===== src/rtl/l1_trigger_pkg.sv =====
`default_nettype none
// ============================================================================
//  Module   : l1_trigger_pkg
//  Purpose  : Shared types and constants for the L1 trigger arbiter.
//  Revision : 1.0  initial release
// ============================================================================
package l1_trigger_pkg;

    // Default geometry; the event record type is built from these.
    localparam int DEF_NBEAMS    = 2;
    localparam int DEF_TIME_BITS = 32;

    // Width of the saturating dropped-record counter.
    localparam int OVF_BITS      = 16;

    // One coalesced event: timestamp in the MSBs, beam bitmap in the LSBs.
    typedef struct packed {
        logic [DEF_TIME_BITS-1:0] timestamp;
        logic [DEF_NBEAMS-1:0]    beams;
    } trig_record_t;

endpackage : l1_trigger_pkg
`default_nettype wire


===== src/rtl/l1_trigger_arbiter_fifo.sv =====
`default_nettype none
// ============================================================================
//  Module   : trig_event_fifo
//  Purpose  : Synchronous event FIFO with a valid/ready read side, level
//             output and full/empty flags. Read data comes straight from
//             storage, so a record written this edge is visible next cycle.
//  Revision : 1.0  initial release
// ============================================================================
module trig_event_fifo #(
    parameter int W     = 34,
    parameter int DEPTH = 4
) (
    input  logic                     clk,
    input  logic                     rst_n,
    input  logic                     i_wr_valid,
    input  logic [W-1:0]             i_wr_data,
    output logic [W-1:0]             o_rd_data,
    output logic                     o_rd_valid,
    input  logic                     i_rd_ready,
    output logic [$clog2(DEPTH):0]   o_level,
    output logic                     o_full,
    output logic                     o_empty
);

    localparam int AW = $clog2(DEPTH);
    localparam int LW = AW + 1;

    logic [W-1:0]  r_mem [DEPTH];
    logic [LW-1:0] r_wptr;
    logic [LW-1:0] r_rptr;
    logic [LW-1:0] w_level;
    logic          w_pop;
    logic          w_push;

    assign w_level    = r_wptr - r_rptr;
    assign o_level    = w_level;
    assign o_full     = (w_level == LW'(DEPTH));
    assign o_empty    = (w_level == '0);
    assign o_rd_valid = ~o_empty;
    assign o_rd_data  = r_mem[r_rptr[AW-1:0]];
    assign w_pop      = o_rd_valid & i_rd_ready;
    // A full FIFO still accepts a write when a read frees a slot this cycle.
    assign w_push     = i_wr_valid & (~o_full | w_pop);

    // Pointer update and storage write; reset also wipes stored records.
    always_ff @(posedge clk or negedge rst_n) begin
        if (!rst_n) begin
            r_wptr <= '0;
            r_rptr <= '0;
            for (int k = 0; k < DEPTH; k++) begin
                r_mem[k] <= '0;
            end
        end else begin
            if (w_push) begin
                r_mem[r_wptr[AW-1:0]] <= i_wr_data;
                r_wptr                <= r_wptr + LW'(1);
            end
            if (w_pop) begin
                r_rptr <= r_rptr + LW'(1);
            end
        end
    end

endmodule : trig_event_fifo
`default_nettype wire


===== src/rtl/l1_trigger_arbiter.sv =====
`default_nettype none
// ============================================================================
//  Module   : l1_trigger_arbiter
//  Purpose  : Per-beam holdoff/mask qualification of L1 triggers, timestamped
//             coalesced event records, FIFO buffering onto a valid/ready
//             stream, and a saturating dropped-record counter.
//             NBEAMS and TIME_BITS must match the package record type.
//  Revision : 1.0  initial release
// ============================================================================
module l1_trigger_arbiter
    import l1_trigger_pkg::*;
#(
    parameter int NBEAMS         = DEF_NBEAMS,
    parameter int HOLDOFF_CLOCKS = 16,
    parameter int FIFO_DEPTH     = 4,
    parameter int TIME_BITS      = DEF_TIME_BITS
) (
    input  logic                            aclk,
    input  logic                            aresetn,
    input  logic                            enable_i,
    input  logic [NBEAMS-1:0]               trigger_i,
    input  logic [NBEAMS-1:0]               beam_mask_i,
    input  logic                            clear_overflow_i,
    output logic [TIME_BITS+NBEAMS-1:0]     trig_tdata_o,
    output logic                            trig_tvalid_o,
    input  logic                            trig_tready_i,
    output logic [OVF_BITS-1:0]             overflow_count_o,
    output logic [$clog2(FIFO_DEPTH):0]     fifo_level_o
);

    localparam int HB = (HOLDOFF_CLOCKS < 1) ? 1 : $clog2(HOLDOFF_CLOCKS + 1);

    logic [TIME_BITS-1:0] r_ts;
    logic [NBEAMS-1:0]    w_qual;
    trig_record_t         r_rec;
    logic                 r_rec_vld;
    logic                 w_full;
    logic                 w_empty;
    logic                 w_pop;
    logic                 w_drop;
    logic [OVF_BITS-1:0]  r_ovf;

    // Free-running timestamp, wraps naturally.
    always_ff @(posedge aclk or negedge aresetn) begin
        if (!aresetn) r_ts <= '0;
        else          r_ts <= r_ts + TIME_BITS'(1);
    end

    generate
        for (genvar gi = 0; gi < NBEAMS; gi++) begin : g_beam
            logic [HB-1:0] r_holdoff;

            assign w_qual[gi] = enable_i & trigger_i[gi] & ~beam_mask_i[gi]
                              & (r_holdoff == '0);

            // Arm on qualify; otherwise count down regardless of enable/mask.
            always_ff @(posedge aclk or negedge aresetn) begin
                if (!aresetn)               r_holdoff <= '0;
                else if (w_qual[gi])        r_holdoff <= HB'(HOLDOFF_CLOCKS);
                else if (r_holdoff != '0)   r_holdoff <= r_holdoff - HB'(1);
            end
        end
    endgenerate

    // Capture one record per cycle in which any beam qualifies.
    always_ff @(posedge aclk or negedge aresetn) begin
        if (!aresetn) begin
            r_rec     <= '0;
            r_rec_vld <= 1'b0;
        end else begin
            r_rec_vld <= |w_qual;
            if (|w_qual) begin
                r_rec.timestamp <= r_ts;
                r_rec.beams     <= w_qual;
            end
        end
    end

    trig_event_fifo #(
        .W     (TIME_BITS + NBEAMS),
        .DEPTH (FIFO_DEPTH)
    ) u_fifo (
        .clk        (aclk),
        .rst_n      (aresetn),
        .i_wr_valid (r_rec_vld),
        .i_wr_data  (r_rec),
        .o_rd_data  (trig_tdata_o),
        .o_rd_valid (trig_tvalid_o),
        .i_rd_ready (trig_tready_i),
        .o_level    (fifo_level_o),
        .o_full     (w_full),
        .o_empty    (w_empty)
    );

    assign w_pop  = ~w_empty & trig_tready_i;
    assign w_drop = r_rec_vld & w_full & ~w_pop;

    // Saturating drop counter; a clear in the same cycle as a drop wins.
    always_ff @(posedge aclk or negedge aresetn) begin
        if (!aresetn)                                   r_ovf <= '0;
        else if (clear_overflow_i)                      r_ovf <= '0;
        else if (w_drop && (r_ovf != {OVF_BITS{1'b1}})) r_ovf <= r_ovf + OVF_BITS'(1);
    end

    assign overflow_count_o = r_ovf;

endmodule : l1_trigger_arbiter
`default_nettype wire


===== config.mk =====
export PLATFORM = sky130hd
export DESIGN_NAME = l1_trigger_arbiter
export DESIGN_NICKNAME = d
export VERILOG_FILES = /design/src/rtl/l1_trigger_pkg.sv /design/src/rtl/l1_trigger_arbiter_fifo.sv /design/src/rtl/l1_trigger_arbiter.sv
export SDC_FILE = /design/constraint.sdc
export NUM_CORES = 1
export LEC_CHECK = 0
export ABC_AREA = 1
export CAP_MARGIN = 0
export CORE_ASPECT_RATIO = 0.5
export CORE_MARGIN = 2
export CORE_UTILIZATION = 55
export CTS_BUF_LIST = sky130_fd_sc_hd__clkbuf_2 sky130_fd_sc_hd__clkbuf_4 sky130_fd_sc_hd__clkbuf_8
export CTS_CLUSTER_DIAMETER = 100
export DETAILED_ROUTE_END_ITERATION = 6
export PLACE_DENSITY = 0.83
export SLEW_MARGIN = 20
export SYNTH_ARGS = -nofsm -noshare
export SYNTH_HDL_FRONTEND = slang
export SYNTH_HIERARCHICAL = 1
export SYNTH_SLANG_ARGS = --single-unit

===== constraint.sdc =====
create_clock -name aclk -period 2.3 [get_ports aclk]
set_clock_uncertainty 0.2 [all_clocks]
set_input_delay 0.46 -clock aclk [delete_from_list [all_inputs] [get_ports aclk]]
set_output_delay 0.46 -clock aclk [all_outputs]
set_load 0.05 [all_outputs]

==> metrics.txt, run 1 <==
outcome aborted with a tool error; Fail Step 5_1_grt; tool error message [ERROR GRT-0232] Routing congestion too high. Check the congestion heatmap in the GUI.; Worst endpoint type output port; antenna violations before repair 4; total gr overflow 4; initial core utilization 56.0%; Syn Area/Cell 8.19 um2; library cells used by synthesis 33; Port Buffer Count 62; die extent in x 208 um; synth cell count leaders nand2_1, dfrtp_1, nand4_1, nor2_1, o21ai_0; most numerous cell in the Yosys netlist nand2_1; Ys Warns 6; Num CTS Buffers 34; Area contributors post-synth dfrtp_1, nand2_1, nand4_1, nor2_1, o21ai_0; DPL Wire Length 19.5 mm; post-synth top area share 51.2%; CTS max path bufs 3; mapped cell area 11,500 um2; Sink Count 235; chip height 106 um; Post-synth top flop dfrtp_1; number of H-tree levels 2; number of flops mapped to enable cells by yosys 0; Synth Net Count 1,422; CTS root buf clkbuf_8; GR Util All Layers 79.5%; RD Place Congestion 0.924; number of core rows 37; register area share after synthesis 51.2%; top cell type by total area after synthesis dfrtp_1; Mapped Cells 1,402; largest net degree at the start of global routing 145; Async SR Flop Fraction 100%; GR repair worst EP trig_tvalid_o; I/O Pins 63; register bit total from synthesis 235
==> per-layer routing <==
layer / track usage (%) / overflow
met1: 78.7 / 1
met3: 75.6 / 0
met5: 64.8 / 0
met2: 88.0 / 2
met4: 73.2 / 1
==> timing repair <==
| action | in CTS |
|---|---|
| hold buffers | 1 |
| pin swaps | 116 |
| setup endpoints to repair | 181 |
| resized for setup | 282 |
| buffers inserted | 35 |
| gates cloned | 42 |
| hold endpoints to repair | 52 |
==> per-stage QoR <==
| stage | std cells | utilization (%) | setup WS [ps] | area (um2) |
|---|---|---|---|---|
| 3_5_place_dp | 1698 | 62.3 | -338 | 12800 |
| 3_3_place_gp | 1698 | 62.3 | -292 | 12800 |
| 4_1_cts | 1835 | 76.5 | -506 | 15700 |
| 2_1_floorplan | 1402 | - | -280 | 11700 |
==> cell families after synthesis <==
group / Yosys count / synth area share, %
and+or+nand+nor: 853 / 33.1
xor gates and xnor gates: 29 / 2.21
adders and majority gates: 11 / 1.26
AOI/OAI and AO/OA: 123 / 5.92
DFF: 235 / 51.2
buffers and inverters: 151 / 6.30
==> inputs of run 2 (changes only) <==
CORE_ASPECT_RATIO = unset   (was 0.5)
CORE_UTILIZATION = 40   (was 55)
CTS_BUF_LIST = unset   (was sky130_fd_sc_hd__clkbuf_2 sky130_fd_sc_hd__clkbuf_4 sky130_fd_sc_hd__clkbuf_8)
CTS_CLUSTER_DIAMETER = unset   (was 100)
PLACE_DENSITY = unset   (was 0.83)
PLACE_DENSITY_LB_ADDON = 0.15   (was unset)
clock period = 3 ns   (was 2.3 ns; I/O delays follow)
==> run 2 against run 1 <==
Synthesized area unchanged. The run now ends clean. Synthesized cell count unchanged.
==> metrics.txt, run 2 <==
outcome complete, no violations; Setup CP Type reg -> out; number of fill cells 2,817; core area 28,500 um2; routed vias/inst 5.35; Layout area overhead 20.0%; Synth Net Count 1,422; total gr overflow 0; total routed wirelength 31.5 mm; GR Util All Layers 20.9%; mapped cell area 11,500 um2; CP required 2200 ps; vias in the first global route 9,427; flop-to-flop setup slack 300 ps; first-pass GRT wire length 51.3 mm; R2R cell count 8; Biggest register u_fifo/r_mem; Setup crit end trig_tvalid_o; most common cell after layout, fill and taps aside nand2_1; Critical Path Max Stage Delay 570 ps; final setup fails 0; crit path max fanout 5; average wire per standard cell 17.1 um; register bit total from synthesis 235; Worst-Skew Late Latency 520 ps; leak pwr 6.80 nW; max reg flops 136; Regs by FF count u_fifo/r_mem (136), r_rec (34), r_ts (32); final hold violations 0; Worst-path clk slew 50 ps; via count 9,832; die area 30,100 um2; share of post-route cells with drive strength above 1 10.0%; top cell type by total area after synthesis dfrtp_1; Pre-antenna DRT Iters 5; reg2reg end u_fifo/r_mem[2]$_DFFE_PN0P_; chip height 173 um; initial core utilization 40.3%; number of H-tree levels 1; library cells used by synthesis 33; drt initial violations 955; RSZ-0062 raised after global routing yes; actual slew at the worst max-slew pin 862 ps; Total Nets Final 1,459; reg2reg start u_fifo/r_rptr[0]$_DFFE_PN0P_; CP max-delay cell fa_1; number of remaining DRC errors 0; Post-synth top flop dfrtp_1; number of flops mapped to enable cells by yosys 0; largest net degree at the start of global routing 81; antenna violations before repair 0; Mapped Cells 1,402; crit-path cells ha_4, fa_1, nand2_2, inv_4, nand3_4, buf_12; Async SR Flop Fraction 100%; register area share after synthesis 51.2%; DP Worst Slack 236 ps; Area contributors post-synth dfrtp_1, nand2_1, nand4_1, nor2_1, o21ai_0; DPL Wire Length 19.1 mm; Final Slew Violations 0; DRT antenna net count 0; total chip power 12.9 mW; CTS max path bufs 3; Num CTS Buffers 27; I/O Pins 63; crit path from u_fifo/r_rptr[0]$_DFFE_PN0P_; Syn Area/Cell 8.19 um2; critical path endpoint category output pin; period utilisation layout 98.5%; Antenna Diode Count 0; CTS root buf clkbuf_16; VDD IR max 0.448 mV; hold_sp u_fifo/r_mem[79]$_DFFE_PN0P_; commonest non-fill, non-tap cells in the layout nand2_1, dfrtp_1, nand4_1, nor2_1, o21ai_0; Worst setup SP type flip-flop; final worst slack 44.8 ps; post-synth top area share 51.2%; Max-slew headroom 42.5%; Ys Warns 6; crit path DAT 2160 ps; hold crit path type reg -> reg; post-layout min period 2960 ps; die extent in x 173 um; RD Place Congestion 0.911; Fmax 338 MHz; synth cell count leaders nand2_1, dfrtp_1, nand4_1, nor2_1, o21ai_0; max-cap viol count 0; number of core rows 62; power density over cell area 937 nW/um2; CTS tree built; most numerous cell in the Yosys netlist nand2_1; Port Buffer Count 62; Sink Count 235
[run 2: cell counts after synthesis]
No cell type changed its count.
[run 2: where the power goes]
part | internal [mW] | switching [mW] | total [mW]
logic | 2.28 | 3.78 | 6.07
registers | 3.43 | 0.205 | 3.63
clock network | 1.97 | 1.24 | 3.21
total | 7.68 | 5.22 | 12.9
[run 2: cell type report]
cell class                      instances  area (um2)  area share [%]
Sequential cell                       235        5890            42.7
Timing Repair Buffer                  102        1420            10.3
Tap cell                              384         480            3.49
Multi-Input combinational cell       1016        4920            35.7
Clock inverter                          2        60.1           0.436
Clock buffer                           41         798            5.79
Inverter                               57         218            1.58
[run 2: layer usage]
layer | up-vias | GRT usage [%] | part of all wire [%]
met1 | 4782 | 30.9 | 48
met2 | 263 | 33.0 | 46
met5 | - | 0 | 0
li1 | 4753 | - | -
met4 | 0 | 4.20 | 1.2
met3 | 34 | 2.61 | 5.0
[run 2: critical path: cells and delay by family, from the launching register on]
family                   cells  cell delay (ps)
flip-flops                   1              460
AND/OR/NAND/NOR              2              190
adder cells (fa/ha/maj)      2              750
buffers and inverters        2              250
[run 2: worst min-delay path by stage]
| stage | endpoint | slack (ps) | cells after the start |
|---|---|---|---|
| after global placement | u_fifo/r_mem[96]$_DFFE_PN0P_ | 250 | 2 |
| after CTS | u_fifo/r_mem[58]$_DFFE_PN0P_ | 270 | 2 |
| after floorplan | g_beam[0].r_holdoff[0]$_DFFE_PN0P_ | 100 | 0 |
| after global routing | u_fifo/r_mem[35]$_DFFE_PN0P_ | 290 | 2 |
| final | u_fifo/r_mem[79]$_DFFE_PN0P_ | 260 | 2 |
| after detailed placement | u_fifo/r_mem[58]$_DFFE_PN0P_ | 250 | 2 |
[run 2: timing repair]
action / 4_1_cts / 5_1_grt
resized for setup: 1 / 10
setup buffers: 1 / 1
pin swaps: 0 / 1
hold buffers: 1 / 0
hold endpoints to repair: 64 / 0
endpoints found under the setup margin: 2 / 4
[run 2: cell families after synthesis]
family                     after synthesis  share of synthesized area, %
DFF                                    235                          51.2
and+or+nand+nor                        853                          33.1
adders and majority gates               11                          1.26
AOI/OAI and AO/OA                      123                          5.92
buffers and inverters                  151                          6.30
xor gates and xnor gates                29                          2.21
[run 2: metrics by stage]
stage                     setup TNS (ps)  instance area (um2)  cells  utilization [%]  hold slack, ps
after floorplan                        0                11500   1402                -             104
after CTS                              0                13700   1836             48.2             267
after global routing               -45.4                13800   1837             48.4             287
after detailed placement               0                12800   1791             45.1             253
after global placement                 0                12800   1791             45.1             248
final                                  0                13800   1837             48.4             265
(Power assumes the default switching activity.)
